--- config.mk ---
export PLATFORM = sky130hd
export DESIGN_NAME = rob_sn_alloc
export DESIGN_NICKNAME = d
export VERILOG_FILES = /design/src/rtl/rob_sn_alloc_pkg.sv /design/src/rtl/rob_WrapPtr.sv /design/src/rtl/rob_sn_alloc.sv
export SDC_FILE = /design/constraint.sdc
export NUM_CORES = 1
export LEC_CHECK = 0
export ABC_AREA = 1
export BUFFER_PORTS_ARGS = -buffer_cell sky130_fd_sc_hd__buf_2
export CAP_MARGIN = 40
export CORE_MARGIN = 4
export CORE_UTILIZATION = 55
export DETAILED_ROUTE_END_ITERATION = 10
export PLACE_DENSITY = 0.8
export SLEW_MARGIN = 20
export SYNTH_ARGS = -nofsm -noshare
export SYNTH_HDL_FRONTEND = slang
export SYNTH_HIERARCHICAL = 1
export SYNTH_SLANG_ARGS = --single-unit
--- constraint.sdc ---
create_clock -name clk -period 3.04 [get_ports clk]
set_clock_uncertainty 0.05 [all_clocks]
set_input_delay 0.456 -clock clk [delete_from_list [all_inputs] [get_ports clk]]
set_output_delay 0.456 -clock clk [all_outputs]
set_load 0.1 [all_outputs]
--- src/rtl/rob_sn_alloc_pkg.sv ---
// Shared defaults and helpers for the ROB sequence-number allocator.
// ROB_DEPTH / ROB_BITWIDTH normally arrive from common_defs.v; fall back to sane defaults.
`ifndef ROB_DEPTH
`define ROB_DEPTH 8
`endif
`ifndef ROB_BITWIDTH
`define ROB_BITWIDTH 8
`endif

package rob_sn_alloc_pkg;

  // Sequence-number width for a given depth; never below one bit.
  function automatic int unsigned ptr_width(input int unsigned depth);
    return (depth > 1) ? $clog2(depth) : 1;
  endfunction

endpackage

--- src/rtl/rob_WrapPtr.sv ---
// Pointer register that advances by one and wraps from p_depth-1 back to 0.
module rob_WrapPtr #(
  parameter int unsigned p_depth    = 8,
  parameter int unsigned p_ptrwidth = 3
) (
  input  logic                  clk,
  input  logic                  rst,
  input  logic                  incr,
  output logic [p_ptrwidth-1:0] ptr
);

  localparam logic [p_ptrwidth-1:0] Last = p_ptrwidth'(p_depth - 1);

  logic [p_ptrwidth-1:0] ptr_q, ptr_d;

  always_comb begin
    ptr_d = ptr_q;
    if (incr) begin
      ptr_d = (ptr_q == Last) ? '0 : ptr_q + 1'b1;
    end
  end

  always_ff @(posedge clk) begin
    if (rst) begin
      ptr_q <= '0;
    end else begin
      ptr_q <= ptr_d;
    end
  end

  assign ptr = ptr_q;

endmodule

--- src/rtl/rob_sn_alloc.sv ---
// Stamps in-order requests with ROB sequence numbers and issues them through a one-entry slot.
// Optional sticky retire-underflow flag: define ROB_SN_ALLOC_ERR_EN.
module rob_sn_alloc
  import rob_sn_alloc_pkg::*;
#(
  parameter int unsigned p_depth    = `ROB_DEPTH,
  parameter int unsigned p_ptrwidth = ptr_width(p_depth),
  parameter int unsigned p_bitwidth = `ROB_BITWIDTH
) (
  input  logic                  clk,
  input  logic                  rst,
  input  logic                  req_en,
  output logic                  req_cpl,
  input  logic [p_bitwidth-1:0] req_data,
  output logic                  iss_val,
  input  logic                  iss_rdy,
  output logic [p_ptrwidth-1:0] iss_sn,
  output logic [p_bitwidth-1:0] iss_data,
  input  logic                  deq_front_cpl,
  output logic [p_ptrwidth-1:0] head_sn,
  output logic [p_ptrwidth:0]   count,
  output logic                  full,
`ifdef ROB_SN_ALLOC_ERR_EN
  output logic                  empty,
  output logic                  err
`else
  output logic                  empty
`endif
);

  localparam logic [p_ptrwidth:0] CountMax = (p_ptrwidth + 1)'(p_depth);

  logic [p_ptrwidth-1:0] tail;
  logic [p_ptrwidth:0]   count_q, count_d;
  logic                  iss_val_q;
  logic [p_ptrwidth-1:0] iss_sn_q;
  logic [p_bitwidth-1:0] iss_data_q;
  logic                  accept, retire;

  assign full    = (count_q == CountMax);
  assign empty   = (count_q == '0);
  // Capacity is taken at accept, so a full allocator stays blocked even on a same-cycle retire.
  assign accept  = req_en && !full && (!iss_val_q || iss_rdy);
  assign retire  = deq_front_cpl && !empty;
  assign req_cpl = accept;

  rob_WrapPtr #(
    .p_depth   (p_depth),
    .p_ptrwidth(p_ptrwidth)
  ) u_tail (
    .clk (clk),
    .rst (rst),
    .incr(accept),
    .ptr (tail)
  );

  rob_WrapPtr #(
    .p_depth   (p_depth),
    .p_ptrwidth(p_ptrwidth)
  ) u_head (
    .clk (clk),
    .rst (rst),
    .incr(retire),
    .ptr (head_sn)
  );

  always_comb begin
    count_d = count_q;
    unique case ({accept, retire})
      2'b10:   count_d = count_q + 1'b1;
      2'b01:   count_d = count_q - 1'b1;
      default: count_d = count_q;
    endcase
  end

  always_ff @(posedge clk) begin
    if (rst) begin
      count_q    <= '0;
      iss_val_q  <= 1'b0;
      iss_sn_q   <= '0;
      iss_data_q <= '0;
    end else begin
      count_q <= count_d;
      if (accept) begin
        iss_val_q  <= 1'b1;
        iss_sn_q   <= tail;
        iss_data_q <= req_data;
      end else if (iss_val_q && iss_rdy) begin
        iss_val_q <= 1'b0;
      end
    end
  end

`ifdef ROB_SN_ALLOC_ERR_EN
  logic err_q;

  always_ff @(posedge clk) begin
    if (rst) begin
      err_q <= 1'b0;
    end else if (deq_front_cpl && empty) begin
      err_q <= 1'b1;
    end
  end

  assign err = err_q;
`endif

  assign count    = count_q;
  assign iss_val  = iss_val_q;
  assign iss_sn   = iss_sn_q;
  assign iss_data = iss_data_q;

endmodule

==> results of run 1 <==
==> cell usage in the layout (no fill, tap or decap) <==
cell type  instances
o21ai_0            5
nor4_4             1
nand4_1           11
fa_1               1
dfxtp_4            3
nand3_1            4
ha_1               7
clkbuf_8           1
xnor2_1            1
dfxtp_2            1
clkbuf_4           3
or2_2              1
dfxtp_1           18
inv_2              7
a21oi_1            9
buf_2             34
nor2_2             9
nand2_4            7
nand3_4            2
nand2_1           30
nor2_1            11
inv_1             46
==> cell type report <==
class,count,area [µm²],area share
multi-input combinational,99,626.9,0.4123
inverter,53,198.9,0.1309
sequential,22,452.9,0.2979
tap,28,35.03,0.02305
timing repair buffer,34,170.2,0.1119
clock buffer,4,36.28,0.02387
==> kinds of logic after synthesis <==
family                   Yosys count  synth area share
buffers and inverters             58            0.1886
AO/OA/AOI/OAI                     14           0.05415
adder cells (fa/ha/maj)            8           0.08317
flip-flops                        22            0.3404
XOR/XNOR                           1          0.006771
AND/OR/NAND/NOR                   76            0.3269
==> metrics by stage <==
| stage | setup WS, ns | hold slack, ns | utilization | instance area, µm² | cells |
|---|---|---|---|---|---|
| after floorplan | 0.009590 | 0.4060 | - | 1324 | 179 |
| after global placement | 0.4840 | 0.4209 | 0.6644 | 1484 | 236 |
| after detailed placement | 0.3964 | 0.4257 | 0.6644 | 1484 | 236 |
| after CTS | 0.4646 | 0.3407 | 0.6807 | 1520 | 240 |
| after global routing | 0.3347 | 0.3619 | 0.6807 | 1520 | 240 |
| final | 0.4824 | 0.3500 | 0.6807 | 1520 | 240 |
==> state kept, by name, summed over array words and instances (netlist names) <==
signal and cells:
count 4, iss_data 8, iss_sn 3, iss_val 1
u_head/ptr 3, u_tail/ptr 3
==> worst min path at each step <==
stage	from	endpoint	slack (ns)	depth (start not counted)
after floorplan	u_tail/ptr[1]	u_tail/ptr[1]	0.41	2
after global placement	u_head/ptr[1]	u_head/ptr[1]	0.42	2
after detailed placement	u_head/ptr[1]	u_head/ptr[1]	0.43	2
after CTS	rst	u_tail/ptr[1]	0.34	2
after global routing	rst	u_head/ptr[1]	0.36	2
final	rst	u_tail/ptr[1]	0.35	2
==> worst max-delay path: stages, from the launching register on <==
cell and delay, ns:
dfxtp_1 0.35, nand2_1 0.34, nand3_4 0.33, inv_1 0.25, buf_2 0.46
==> routing by layer <==
layer	routed length [µm]	vias up	global-route usage
met5	0	-	0
met4	72	0	0.08814
met3	185	9	0.03678
met2	1342	44	0.3102
met1	1030	485	0.1986
li1	-	599	-
==> metrics, run 1 <==
status=finished clean; die height=56.50 µm; Final #Nets=234; unrepaired setup endpoints after global routing=no; fmax=0.3910 GHz; Initial Util=0.5793; Post-synth ARST share=0; ranking of synthesized cells by area=dfxtp_1 34%, inv_1 13%, nand2_1 8.7%; final setup vio count=0; Crit Path Category=flop to output port; #FFs+latches synth=22; number of global-route vias before repair=1,107; # fillers=202; final hold viol count=0; Slew Limit Headroom=0.6727; hold crit path type=primary input to flop; Setup Buffers After CTS=0; Mapped Avg Cell Area=7.228 µm²; first-pass GRT wire length=4519 µm; Reg-to-Reg End=count[3]; initial antenna violation count=0; Worst Setup SP=iss_val; Clock Tree Buf Depth=2; Iteration-0 DRC Markers=36; die width=56.50 µm; CTS buffer count=3; Detailed Route WL=2630 µm; data required time of the critical path=2.53 ns; critical path launch point type=flop; pin count of the biggest net entering global routing=15; post-CTS sizing=0; # diodes=0; Slew @ Worst Pin=a little under 0.5 ns; Net Count, Synth=200; R2R Path Start=iss_val; DRC viols=0; Max-cap violations=0; top cell type's share of synthesized area=0.3404; synth unique cells=21; Layout area overhead=17.50%; CP Capture Type=output port; top cells by count, synth=46 x inv_1, 30 x nand2_1, 22 x dfxtp_1, 12 x nor2_1, 11 x nand4_1; Clk Latency, worst-skew pair=0.32 ns; DIE AREA=3192 µm²; most common cell in the netlist=inv_1; fin. max-slew vios=0; IO buf count=34; Post-Synthesis Cells=179; CTS sink count=22; root buffer cell=clkbuf_4; TritonRoute pass-1 iters=4; Core ar.=around 2200 µm²; CTS tree=done; period utilization=0.8413; All-Layer GR Usage=0.1766; GRT overflow=0; reg-to-reg slack, setup=0.61 ns; Reg2Reg Depth=9; Most used DFF post-synth=dfxtp_1; Worst-path clk slew=0.12 ns; YS warnings=6; ratio of cells with drive above 1 in the final layout=0.3255; post-DR vias/cell=4.738; critical path arrival=2.05 ns; CP endpoint=req_cpl; Yosys top cell by area=dfxtp_1; drt wl/cell=10.96 µm; final setup TNS=0 ns; routability cong.=0.8135; io pins=35; Worst Path Max Fanout=14; CTS hold repair buffers=0; Post-Synthesis Cell Area=about 1300 µm²; Vias=around 1,100; post-route antenna net violation count=0; DP Wirelength=2019 µm; number of synthesized flops with an enable pin=0; # rows=17; htree depth=1; Seq/Total Area, Yosys=0.3404; Tmin final=2.558 ns
Power of run 1 is left out: the tool's default activity adds up to more than one toggle a clock period on the data nets, which glitch-free logic cannot reach.
==> run 2: changes to the inputs <==
--- a/config.mk
+++ b/config.mk
@@ -5,13 +5,13 @@
 export SDC_FILE = /design/constraint.sdc
 export NUM_CORES = 1
 export LEC_CHECK = 0
-export ABC_AREA = 1
+export ABC_AREA = 0
 export BUFFER_PORTS_ARGS = -buffer_cell sky130_fd_sc_hd__buf_2
 export CAP_MARGIN = 40
 export CORE_MARGIN = 4
-export CORE_UTILIZATION = 55
+export CORE_UTILIZATION = 43
 export DETAILED_ROUTE_END_ITERATION = 10
-export PLACE_DENSITY = 0.8
+export PLACE_DENSITY = 0.7
 export SLEW_MARGIN = 20
 export SYNTH_ARGS = -nofsm -noshare
 export SYNTH_HDL_FRONTEND = slang
==> constraint.sdc (replaced) <==
create_clock -name clk -period 2.1 [get_ports clk]
set_clock_uncertainty 0.05 [all_clocks]
set_input_delay 0.315 -clock clk [delete_from_list [all_inputs] [get_ports clk]]
set_output_delay 0.315 -clock clk [all_outputs]
set_load 0.1 [all_outputs]
==> run 2 against run 1 <==
Net effect:
- the flow now finishes with violations (setup timing)
- worst setup slack worse by 0.73 ns
- register-to-register slack worse by 0.85 ns
- area after synthesis down 22%
- non-clock buffer count grew 25
- cell count is 22% lower
- cell area is 1.9% higher
- flip-flop and latch count did not move
- worst hold slack got worse by 0.16 ns
- critical path type is now flop to flop
- largest cell class unchanged
- highest routed layer unchanged
==> metrics, run 2 <==
period utilization=1.116; post-DR vias/cell=4.941 (was 4.738); die width=56.49 µm (was 56.50 µm); post-route cell area=1549 µm² (was 1520 µm²); Crit Path Category=flop to flop (was flop to output port); R2R Path Start=count[0] (was iss_val); number of synthesized flops with an enable pin=0 (unchanged); data required time of the critical path=2.28 ns (was 2.53 ns); Yosys top cell by area=dfxtp_1 (unchanged); Initial Util=0.4527 (was 0.5793); first-pass GRT wire length=3712 µm (was 4519 µm); status=complete, but fails checks (was finished clean); Iteration-0 DRC Markers=7 (was 36); Worst-path clk slew=0.12 ns (about the same); CTS sink count=22 (unchanged); Slew @ Worst Pin=0.4911 ns (was 0.4943 ns); number of global-route vias before repair=898 (was 1,107); total power=roughly 0.0023 W; peak supply drop=0.001332 V; Max-cap violations=0 (unchanged); DRC viols=0 (unchanged); ratio of cells with drive above 1 in the final layout=0.5346 (was 0.3255); Vias=924 (was 1,137); ranking of synthesized cells by area=dfxtp_1 44%, mux2i_1 13%, ha_1 8.7% (was dfxtp_1 34%, inv_1 13%, nand2_1 8.7%); htree depth=1 (unchanged); Worst Setup Slack, final=-0.2444 ns (was 0.4824 ns); Most used DFF post-synth=dfxtp_1 (unchanged); drt wl/cell=12.39 µm (was 10.96 µm); synth unique cells=24 (was 21); Core ar.=2233 µm² (unchanged); final setup vio count=4 (was 0); Post-synth ARST share=0 (unchanged); CTS tree=done (unchanged); most frequent cells in the layout=32 x buf_2, 23 x buf_4, 18 x nor2_1 (was 46 x inv_1, 34 x buf_2, 30 x nand2_1); Post-Synthesis Cell Area=1011 µm² (was 1294 µm²); post-layout util=0.6936 (was 0.6807); fin. max-slew vios=0 (unchanged); final hold viol count=0 (unchanged); Net Count, Synth=121 (was 200); # diodes=0 (unchanged); io pins=35 (unchanged); Slew Limit Headroom=0.6748 (was 0.6727); initial antenna violation count=0 (unchanged); final setup TNS=-0.6440 ns (was 0 ns); critical path launch point type=flop (unchanged); # fillers=194 (was 202); post-route antenna net violation count=0 (unchanged); pin count of the biggest net entering global routing=23 (was 15); fmax=~0.43 GHz; DP Wirelength=1719 µm (was 2019 µm); top cell type's share of synthesized area=0.4356 (was 0.3404); Detailed Route WL=2317 µm (was 2630 µm); hold crit path type=primary input to flop (unchanged); critical path arrival=2.53 ns (was 2.05 ns); IO buf count=34 (unchanged); dpl cell area=1378 µm² (was 1484 µm²); Power per Cell Area=approximately 1500 nW/µm²; Clk Latency, worst-skew pair=0.30 ns (was 0.32 ns); Seq/Total Area, Yosys=0.4356 (was 0.3404); CTS buffer count=3 (unchanged); routability cong.=0.7662 (was 0.8135); top cells by count, synth=22 x dfxtp_1, 18 x nor2_1, 13 x mux2i_1, 8 x a21oi_1, 7 x ha_1 (was 46 x inv_1, 30 x nand2_1, 22 x dfxtp_1, 12 x nor2_1, 11 x nand4_1); All-Layer GR Usage=0.1440 (was 0.1766); Worst Path Max Fanout=3 (was 14); Tmin final=~2.3 ns; register area=456.7 µm² (was 452.9 µm²); CP Capture Type=flop (was output port); unrepaired setup endpoints after global routing=yes (was no); Clock Tree Buf Depth=2 (unchanged); max FFs per register=8 (unchanged); Final #Nets=181 (was 234); hold path start=req_data[3] (was rst); root buffer cell=clkbuf_4 (unchanged); P_leak=0.7762 nW; leading cell type in the layout, fill and taps excluded=buf_2 (was inv_1); TritonRoute pass-1 iters=2 (was 4); DIE AREA=3191 µm² (was 3192 µm²); most common cell in the netlist=dfxtp_1 (was inv_1); GRT overflow=0 (unchanged); die height=56.49 µm (was 56.50 µm); footprint of the multi-input gates=604.3 µm² (was 626.9 µm²); #FFs+latches synth=22 (unchanged); failing checks=setup timing; Layout area overhead=53.22% (was 17.50%); # rows=17 (unchanged); YS warnings=6 (unchanged); Worst Setup SP=count[0] (was iss_val); Mapped Avg Cell Area=10.11 µm² (was 7.228 µm²); Post-Synthesis Cells=100 (was 179)
## run 2: path summary, 6_finish.rpt
check / end / slack [ns] / depth (start not counted)
worst max-delay path: count[3] / -0.24 / 8
worst min-delay path: iss_data[3] / 0.19 / 3
worst max register to register: count[3] / -0.24 / 8
worst min register to register: u_head/ptr[1] / 0.45 / 2
## run 2: routing by layer
layer,part of all wire,wire length (µm),vias to the layer above,track usage
li1,-,-,460,-
met1,0.40,920,429,0.1489
met2,0.51,1178,31,0.2624
met3,0.082,190,4,0.06437
met4,0.013,29,0,0.03390
met5,0,0,-,0
## run 2: layout make-up
| type | count | area share |
|---|---|---|
| Clock inverter | 1 | 0.002423 |
| Tap cell | 28 | 0.02262 |
| Clock buffer | 3 | 0.01454 |
| Timing Repair Buffer | 59 | 0.2609 |
| Inverter | 5 | 0.01454 |
| Multi-Input combinational cell | 69 | 0.3901 |
| Sequential cell | 22 | 0.2948 |
## run 2: stage by stage
stage	cells	worst slack, ns	hold WS (ns)
2_1_floorplan	100	-1.116	0.3274
4_1_cts	176	-0.2236	0.1876
6_report	187	-0.2444	0.1946
5_1_grt	187	-0.2844	0.1908
3_5_place_dp	171	-0.2575	0.4330
3_3_place_gp	171	-0.1917	0.4199
## run 2: kinds of logic (layout without fill, tap and decap cells)
family | count (synthesis) | count (layout) | share of synthesized area
mux | 13 | 13 | 0.1287
xor+xnor | 2 | 2 | 0.01733
fa+ha+maj | 8 | 8 | 0.1064
compound gates | 11 | 11 | 0.06436
simple gates | 35 | 35 | 0.1980
buf+inv | 9 | 68 | 0.04951
flops | 22 | 22 | 0.4356
## run 2: report_power, final
part	internal, W	switching [W]	leakage [nW]
clock	0.0000692	0.000116	0.0154
combinational	0.000533	0.00106	0.578
sequential	0.000504	0.0000475	0.183
## run 2: critical path, cell delays in order (launching register included)
cell     delay (ns)
dfxtp_4        0.36
or4b_4         0.56
nand3_4        0.10
ha_4           0.16
ha_4           0.22
a21oi_4        0.15
a21oi_2        0.08
or4_1          0.48
a21oi_1        0.13
## run 2: timing repair
action	in CTS	in global routing
hold buffers	0	0
pin swaps	1	1
setup buffers	1	11
endpoints found under the hold margin	0	0
gates resized for setup	4	9
endpoints found under the setup margin	4	4
Note: power is estimated with default switching activity, not from simulation.
